==> src/rtl/pc_pkg.sv <==
// Shared types and helpers for the fetch-stage PC sequencer.
package pc_pkg;

  typedef enum logic [1:0] {
    PC_SEL_INC,
    PC_SEL_FLUSH,
    PC_SEL_RET,
    PC_SEL_JMP
  } pc_sel_t;

  function automatic int RAS_PTR_BITS(input int depth);
    return (depth > 1) ? $clog2(depth) : 1;
  endfunction

endpackage

==> src/rtl/return_address_stack.sv <==
// Circular return-address stack; a push into a full stack
// overwrites the oldest entry.
module return_address_stack
  import pc_pkg::*;
#(
  parameter int DEPTH = 4,
  parameter int WIDTH = 16
) (
  input  logic                     clk,
  input  logic                     reset,
  input  logic                     push,
  input  logic                     pop,
  input  logic [WIDTH-1:0]         push_data,
  output logic [WIDTH-1:0]         top,
  output logic [$clog2(DEPTH):0]   count,
  output logic                     overflow,
  output logic                     underflow
);

  localparam int PW = RAS_PTR_BITS(DEPTH);
  localparam int CW = $clog2(DEPTH) + 1;

  logic [WIDTH-1:0] mem [DEPTH];
  logic [PW-1:0]    ptr;
  logic [PW-1:0]    ptr_inc;
  logic             full;
  logic             empty;

  assign ptr_inc = ptr + PW'(1);
  assign full    = (count == CW'(DEPTH));
  assign empty   = (count == '0);
  assign top     = mem[ptr];

  always_ff @(posedge clk or negedge reset) begin
    if (!reset) begin
      ptr       <= '0;
      count     <= '0;
      overflow  <= 1'b0;
      underflow <= 1'b0;
    end else if (push) begin
      ptr <= ptr_inc;
      if (full) overflow <= 1'b1;
      else      count    <= count + CW'(1);
    end else if (pop) begin
      if (empty) begin
        underflow <= 1'b1;
      end else begin
        ptr   <= ptr - PW'(1);
        count <= count - CW'(1);
      end
    end
  end

  // Storage is not reset; count alone marks valid entries.
  always_ff @(posedge clk) begin
    if (push) mem[ptr_inc] <= push_data;
  end

endmodule

==> src/rtl/pc_sequencer.sv <==
// Fetch PC sequencer: flush, return, prioritised jumps and
// sequential increment, with a hardware return-address stack.
module pc_sequencer
  import pc_pkg::*;
#(
  parameter int                  ADDR_WIDTH   = 16,
  parameter int                  NUM_JMP      = 2,
  parameter int                  RAS_DEPTH    = 4,
  parameter logic [ADDR_WIDTH-1:0] RESET_VECTOR = '0
) (
  input  logic                          clk,
  input  logic                          reset,
  input  logic                          stall,
  input  logic                          flush,
  input  logic [ADDR_WIDTH-1:0]         flush_address,
  input  logic [NUM_JMP-1:0]            jmp_valid,
  input  logic [NUM_JMP-1:0]            jmp_call,
  input  logic [NUM_JMP*ADDR_WIDTH-1:0] jmp_address,
  input  logic [NUM_JMP*ADDR_WIDTH-1:0] jmp_link,
  input  logic                          ret_valid,
  output logic [ADDR_WIDTH-1:0]         pc,
  output logic [$clog2(RAS_DEPTH):0]    ras_count,
  output logic                          ras_overflow,
  output logic                          ras_underflow
);

  localparam int JW = (NUM_JMP > 1) ? $clog2(NUM_JMP) : 1;

  pc_sel_t               sel;
  logic                  jmp_hit;
  logic [JW-1:0]         jmp_idx;
  logic [ADDR_WIDTH-1:0] jmp_target;
  logic [ADDR_WIDTH-1:0] jmp_ret_link;
  logic [ADDR_WIDTH-1:0] ras_top;
  logic [ADDR_WIDTH-1:0] pc_next;
  logic                  push;
  logic                  pop;

  // Scan downward so the lowest-index request is left standing.
  always_comb begin
    jmp_hit = 1'b0;
    jmp_idx = '0;
    for (int i = NUM_JMP - 1; i >= 0; i--) begin
      if (jmp_valid[i]) begin
        jmp_hit = 1'b1;
        jmp_idx = JW'(i);
      end
    end
  end

  assign jmp_target   = jmp_address[jmp_idx*ADDR_WIDTH +: ADDR_WIDTH];
  assign jmp_ret_link = jmp_link[jmp_idx*ADDR_WIDTH +: ADDR_WIDTH];

  always_comb begin
    sel = PC_SEL_INC;
    if (flush)                          sel = PC_SEL_FLUSH;
    else if (ret_valid && ras_count != '0) sel = PC_SEL_RET;
    else if (ret_valid)                 sel = PC_SEL_INC;
    else if (jmp_hit)                   sel = PC_SEL_JMP;
  end

  assign pop  = !stall && !flush && ret_valid;
  assign push = !stall && !flush && !ret_valid
             && jmp_hit && jmp_call[jmp_idx];

  always_comb begin
    pc_next = pc + ADDR_WIDTH'(1);
    unique case (sel)
      PC_SEL_FLUSH: pc_next = flush_address;
      PC_SEL_RET:   pc_next = ras_top;
      PC_SEL_JMP:   pc_next = jmp_target;
      default:      pc_next = pc + ADDR_WIDTH'(1);
    endcase
  end

  always_ff @(posedge clk or negedge reset) begin
    if (!reset)     pc <= RESET_VECTOR;
    else if (!stall) pc <= pc_next;
  end

  return_address_stack #(
    .DEPTH (RAS_DEPTH),
    .WIDTH (ADDR_WIDTH)
  ) u_ras (
    .clk       (clk),
    .reset     (reset),
    .push      (push),
    .pop       (pop),
    .push_data (jmp_ret_link),
    .top       (ras_top),
    .count     (ras_count),
    .overflow  (ras_overflow),
    .underflow (ras_underflow)
  );

endmodule

==> config.mk <==
export PLATFORM = sky130hd
export DESIGN_NAME = pc_sequencer
export DESIGN_NICKNAME = d
export VERILOG_FILES = /design/src/rtl/pc_pkg.sv /design/src/rtl/return_address_stack.sv /design/src/rtl/pc_sequencer.sv
export SDC_FILE = /design/constraint.sdc
export NUM_CORES = 1
export LEC_CHECK = 0
export CAP_MARGIN = 20
export CELL_PAD_IN_SITES_DETAIL_PLACEMENT = 1
export CELL_PAD_IN_SITES_GLOBAL_PLACEMENT = 1
export CORE_UTILIZATION = 40
export CTS_BUF_LIST = sky130_fd_sc_hd__clkbuf_4
export CTS_CLUSTER_DIAMETER = 100
export DETAILED_ROUTE_END_ITERATION = 10
export PLACE_DENSITY_LB_ADDON = 0.1
export SETUP_SLACK_MARGIN = 0.1
export SYNTH_ARGS = -nofsm -noshare
export SYNTH_HDL_FRONTEND = slang
export SYNTH_SLANG_ARGS = --single-unit
==> constraint.sdc <==
create_clock -name clk -period 2.86 [get_ports clk]
set_clock_uncertainty 0.2 [all_clocks]
set_input_delay 0.286 -clock clk [delete_from_list [all_inputs] [get_ports clk]]
set_output_delay 0.286 -clock clk [all_outputs]
set_load 0.01 [all_outputs]
; After elaboration in Yosys (flattened, before gate mapping)
; Memory sizes are Yosys's and may differ from the RTL's.
; Index checks and enable logic that the tools add are counted.
[totals]
register_bits = 23
ramBits = 64
inputBits = 89
out_inout_bits = 21
wordCells = 56
n_memories = 1
[classes]
add_sub_neg = 5
magnitude_cmp = 1
n_eq_ne = 6
shift = 2
n_mux = 19
bitwise = 1
reduce_logical = 16
[memory_table]
columns = memory, depth, width, rd, rd_ports_with_merged_regs, write_ports, line_no
row1 = u_ras.mem, 4, 16, 1, 0, 1, return_address_stack.sv:23  ; logic [WIDTH-1:0] mem [DEPTH];
[ops]
columns = cell, n
row1 = 32-bit by 6-bit indexed part select with 16-bit output, 2
row2 = 16-bit case mux with 3 select lines, 1
row3 = 16-bit by 1-bit adder with 16-bit output (second input constant), 1
row4 = 2-bit two-way mux, 7
row5 = 3-bit two-way mux, 4
row6 = 1-bit two-way mux, 7
row7 = 1-bit logical AND, 6
row8 = 3-bit AND reduction, 2
row9 = 2-bit equality test (second input constant), 2
row10 = 2-bit inequality test (second input constant), 2
row11 = 2-bit AND reduction, 2
row12 = 3-bit by 1-bit adder with 3-bit output (second input constant), 1
row13 = 3-bit equality test (second input constant), 1
row14 = 1-bit logical NOT, 3
row15 = 3-bit logical NOT, 1
row16 = 3-bit nonzero test, 1
row17 = 3-bit by 1-bit subtractor with 3-bit output (second input constant), 1
row18 = 2-bit by 1-bit adder with 2-bit output (second input constant), 1
row19 = 2-bit by 1-bit equality test with 1-bit output (second input constant), 1
row20 = 1-bit by 2-bit less-than comparator with 1-bit output (second input constant), 1
row21 = 2-bit nonzero test, 1
row22 = 2-bit by 1-bit subtractor with 2-bit output (second input constant), 1
row23 = 1-bit NOT, 1

; Logic depth before layout (Yosys ltp)
[logic_depth]
ltp_word = 8
depth_mapped = 8

; Modules after synthesis
; Synthesis repeated with hierarchy kept, for this count alone.
[unflattened]
hier_cells = 354
hier_area_um2 = 4428.0
[by_module_without_submodules]
columns = module, n_inst, cells_per_inst, area_per_inst_um2
row1 = return_address_stack, 1, 131, 2817.7
row2 = pc_sequencer, 1, 223, 1610.3

; Least setup slack after synthesis
; Ideal clock, no wire load.
[synth_timing]
kind = input port to flip-flop
startpoint = in ret_valid
endpoint = reg u_ras.count[2]
setup_ns = 0.078
arrival_time_ns = 1.849
required_time_ns = 2.582
setup_slack_ns = 0.733
cell_stages = 7
n_path_buf = 0
cell_sequence = or2_2 a211oi_2 inv_1 fa_1 nor3_1 a211oi_1 a21oi_1
[synth_between]
elab_chain_len = 6
elab_cells_between_ends = 10
classes_between = eq/ne: 2 / mux: 1 / reduce/logical: 7
[synth_lines]
columns = element, line_no
row1 = start: declaration, pc_sequencer.sv:20  ; input logic ret_valid,
row2 = 1-bit logical NOT, pc_sequencer.sv:63  ; assign push = !stall && !flush && !ret_valid
row3 = 1-bit logical AND, pc_sequencer.sv:63
row4 = 1-bit logical AND (2 in series), pc_sequencer.sv:64  ; && jmp_hit && jmp_call[jmp_idx];
row5 = 2-bit inequality test (no source line) / 2-bit nonzero test (equally long branches), n/a
row6 = 3-bit AND reduction (no source line), n/a
row7 = end signal: assignment, return_address_stack.sv:43  ; else count <= count + CW'(1);
row8 = end signal: assignment, return_address_stack.sv:49  ; count <= count - CW'(1);
row9 = end: declaration, return_address_stack.sv:15  ; output logic [$clog2(DEPTH):0] count,
; Parallel ways exist; a longest one is shown, timed or not.
; A chain may end at the register's enable or synchronous reset.

; Final worst setup path
[layout_timing]
startpoint = reg pc[0]
endpoint = reg pc[12]
[layout_between]
elab_chain_len = 2
[layout_lines]
columns = element, line_no
row1 = start: declaration, pc_sequencer.sv:21  ; output logic [ADDR_WIDTH-1:0] pc,
row2 = start signal: assignment, pc_sequencer.sv:78  ; else if (!stall) pc <= pc_next;
row3 = 16-bit by 1-bit adder with 16-bit output, pc_sequencer.sv:72  ; default: pc_next = pc + ADDR_WIDTH'(1);
row4 = 16-bit case mux with 3 select lines, pc_sequencer.sv:68  ; unique case (sel)
; Every way passes these cells.

==> results by group <==
Worst setup path
  • RR Startpoint: pc[0]
  • Launch point of the critical path: pc[0]
  • CP Cell Sequence: ha_1 -> nand3_2 -> nor4_1 -> a31oi_1 -> a221oi_1 -> a21oi_1
  • Worst Path Max Fanout: 6
  • Slowest cell on the critical path: nor4_1
  • Worst setup EP type: flip-flop
  • WS Path Type: flip-flop to flip-flop
  • CP peak stage delay: 0.65 ns
  • Data required, critical path: 2.98 ns
  • Largest delay share family, worst path: simple AND/OR/NAND/NOR gates
  • Crit path buf inv count: 0
  • CP startpoint kind: flip-flop
  • Data arrival, critical path: approximately 2.6 ns

Drt
  • Initial DRC Count: between 100 and 150
  • Total iterations of the first detailed-routing run: 4
  • Drt wl/cell: ~20 um
  • Residual DRC: 0
  • Routed vias: 3,467
  • Total Wirelength: 12,510 um
  • Final ANT Viol Nets: 0
  • Vias/cell: 5.556

STA
  • Measured slew at the worst slew-check pin: 0.7092 ns
  • RSZ-0062 raised after global routing: no
  • Setup Viol. Count Final: 0
  • Max Clk Rate: 411.2 MHz
  • Final Cycle Share: 0.8502
  • Final Max Slew Viols: 0
  • Setup tns final: 0 ns
  • Final hold violations: 0
  • Slew headroom: 0.5272
  • Final worst path period need: 2.432 ns
  • Setup WS post-layout: 0.4283 ns

Clock network
  • CTS resizes: 0
  • Clock Tree Buf Depth: 2
  • TritonCTS Buffers: 9
  • H-tree depth: 3
  • Worst-Skew Late Latency: 0.43 ns
  • Worst-path clk slew: 0.16 ns
  • CTS Root Cell: clkbuf_4
  • Setup Fix Bufs, Post-CTS: 0
  • TritonCTS clock tree: done
  • CTS sink cnt: 87

Logic synthesis
  • Syn_area_per_cell: 11.94 um^2
  • Post-synth top area cell: edfxtp_1
  • Post-Syn Area: 4334 um^2
  • Ranking of synthesized cells by area: edfxtp_1 (44%), dfrtp_1 (13%), mux4_2 (8.3%), nand2_1 (6.0%), a21oi_1 (3.2%)
  • #FFs+latches synth: 87
  • Syn_nets: ~460
  • EDFF count, synth: 64
  • Ys Warns: 0
  • Register area share after synthesis: 0.5762
  • Synth Instances: 363
  • Netlist cell types: 53
  • Async S/R FF share, synth: 0.2644
  • Top FF cell, synth: edfxtp_1
  • Post-synth top area share: 0.4434

Placed design
  • Gp weighted congestion: between 0.8 and 0.9
  • Dpl ws: 0.2867 ns
  • HPWL Detailed: between 9000 and 10,000 um
  • Buffers added on ports: roughly 110

Power
  • Power, Total: approximately 3.5 mW
  • Worst IR Drop VDD: 238.6 uV
  • PwrDens: ~600 nW/um^2
  • Static leakage: 2.152 nW

Floorplan
  • Die Span X: 106.1 um
  • FP Rows: 37
  • CORE AREA: ~10,000 um^2
  • I/O pins: 110
  • Die height: 106.1 um
  • Initial core utilization: 0.4161
  • Total die area: 11,260 um^2

Flow run
  • Max-cap violations: 0

Finish
  • Ant diodes: 0
  • Layout filler cell count: around 1,100
  • Synthesis-to-finish area growth: 34.30%
  • Nets: 578
  • Commonest non-fill, non-tap cell in the layout: clkdlybuf4s50_1
  • Most frequent cells in the layout: clkdlybuf4s50_1 (109), nand2_1 (69), edfxtp_1 (64)
  • Fraction of layout cells with a size suffix above 1: 0.1291

Global route
  • Vias in the first global route: 3,636
  • GR Util All Layers: 0.2343
  • Initial antenna violation count: 0
  • Remaining Overflow, GRT: 0
  • First-pass GRT wire length: 19,810 um
  • Largest net degree at the start of global routing: 26

Worst hold path
  • Hold wc startpoint: u_ras.overflow
  • Hold Path Class: flip-flop to flip-flop

Status
  • Status: finished, final reports clean
==> registers in the layout (all words and copies together) (netlist names) <==
signal	count
u_ras.mem	64
pc	16
u_ras.count	3
u_ras.ptr	2
u_ras.overflow	1
u_ras.underflow	1
==> report_power, final <==
part | internal, mW | total, mW | switching, mW
clock network | 0.276 | 0.717 | 0.441
logic | 0.635 | 1.14 | 0.508
registers | 1.47 | 1.67 | 0.205
==> worst paths after layout <==
kind | to | slack (ns) | cells past startpoint
max in group asynchronous | pc[6] | 1.62 | 3
setup / recovery | pc[12] | 0.43 | 6
min in group asynchronous | u_ras.underflow | 0.54 | 3
hold / removal | u_ras.overflow | 0.29 | 1
hold reg to reg | u_ras.overflow | 0.29 | 1
setup reg to reg | pc[12] | 0.43 | 6
==> per-layer routing <==
metal / routed length [um] / track usage / share of wire
met3: 764 / 0.04598 / 0.061
met4: 261 / 0.08433 / 0.021
met1: 5314 / 0.2977 / 0.42
met2: 6165 / 0.3982 / 0.49
met5: 0 / 0 / 0
==> cell type report <==
cell class              count  area, um^2  area share
flip-flops and latches     87        2497      0.4291
well taps                 136       170.2     0.02923
multi-input cells         239        1684      0.2893
repair buffers            130        1264      0.2171
inverters                  16       60.06     0.01032
clock inverters             7       77.57     0.01333
clock buffers               9       67.56     0.01161
==> timing repair <==
item,CTS,global route
hold buffers,1,0
endpoints found under the setup margin,0,0
endpoints found under the hold margin,2,0
==> kinds of logic (layout without fill, tap and decap cells) <==
kind of cell	after synthesis	in the layout	synth area share
AND/OR/NAND/NOR	112	112	0.1201
AO/OA/AOI/OAI	103	103	0.1614
flip-flops	87	87	0.5762
buffers and inverters	37	162	0.03580
multiplexers	17	17	0.08545
adder cells (fa/ha/maj)	6	6	0.01905
XOR/XNOR	1	1	0.002021
==> synthesized netlist by cell type, types with 3 or more instances <==
cell and count:
nor2b_1 3, a21oi_1 28, a221oi_1 9, o21a_1 6, nor2_1 7, mux4_2 16
nand3_1 4, dfrtp_1 23, ha_1 5, clkbuf_1 13, o21ai_0 16, o221ai_1 3
a31oi_1 3, nor3_1 4, nand2_1 69, a21o_1 4, edfxtp_1 64, and2_1 4
nand2b_1 4, or2_2 3, nand3b_1 3, inv_1 16, a22oi_1 13, buf_2 4
==> metrics by stage <==
step / utilization / hold WS (ns) / instances / instance area [um^2]
after floorplan: - / -0.2096 / 363 / 4334
after global placement: 0.5439 / 0.2495 / 607 / 5665
after detailed placement: 0.5439 / 0.2575 / 607 / 5665
after CTS: 0.5588 / 0.2971 / 624 / 5821
after global routing: 0.5588 / 0.3203 / 624 / 5821
final: 0.5588 / 0.2946 / 624 / 5821
(Power assumes the default switching activity.)
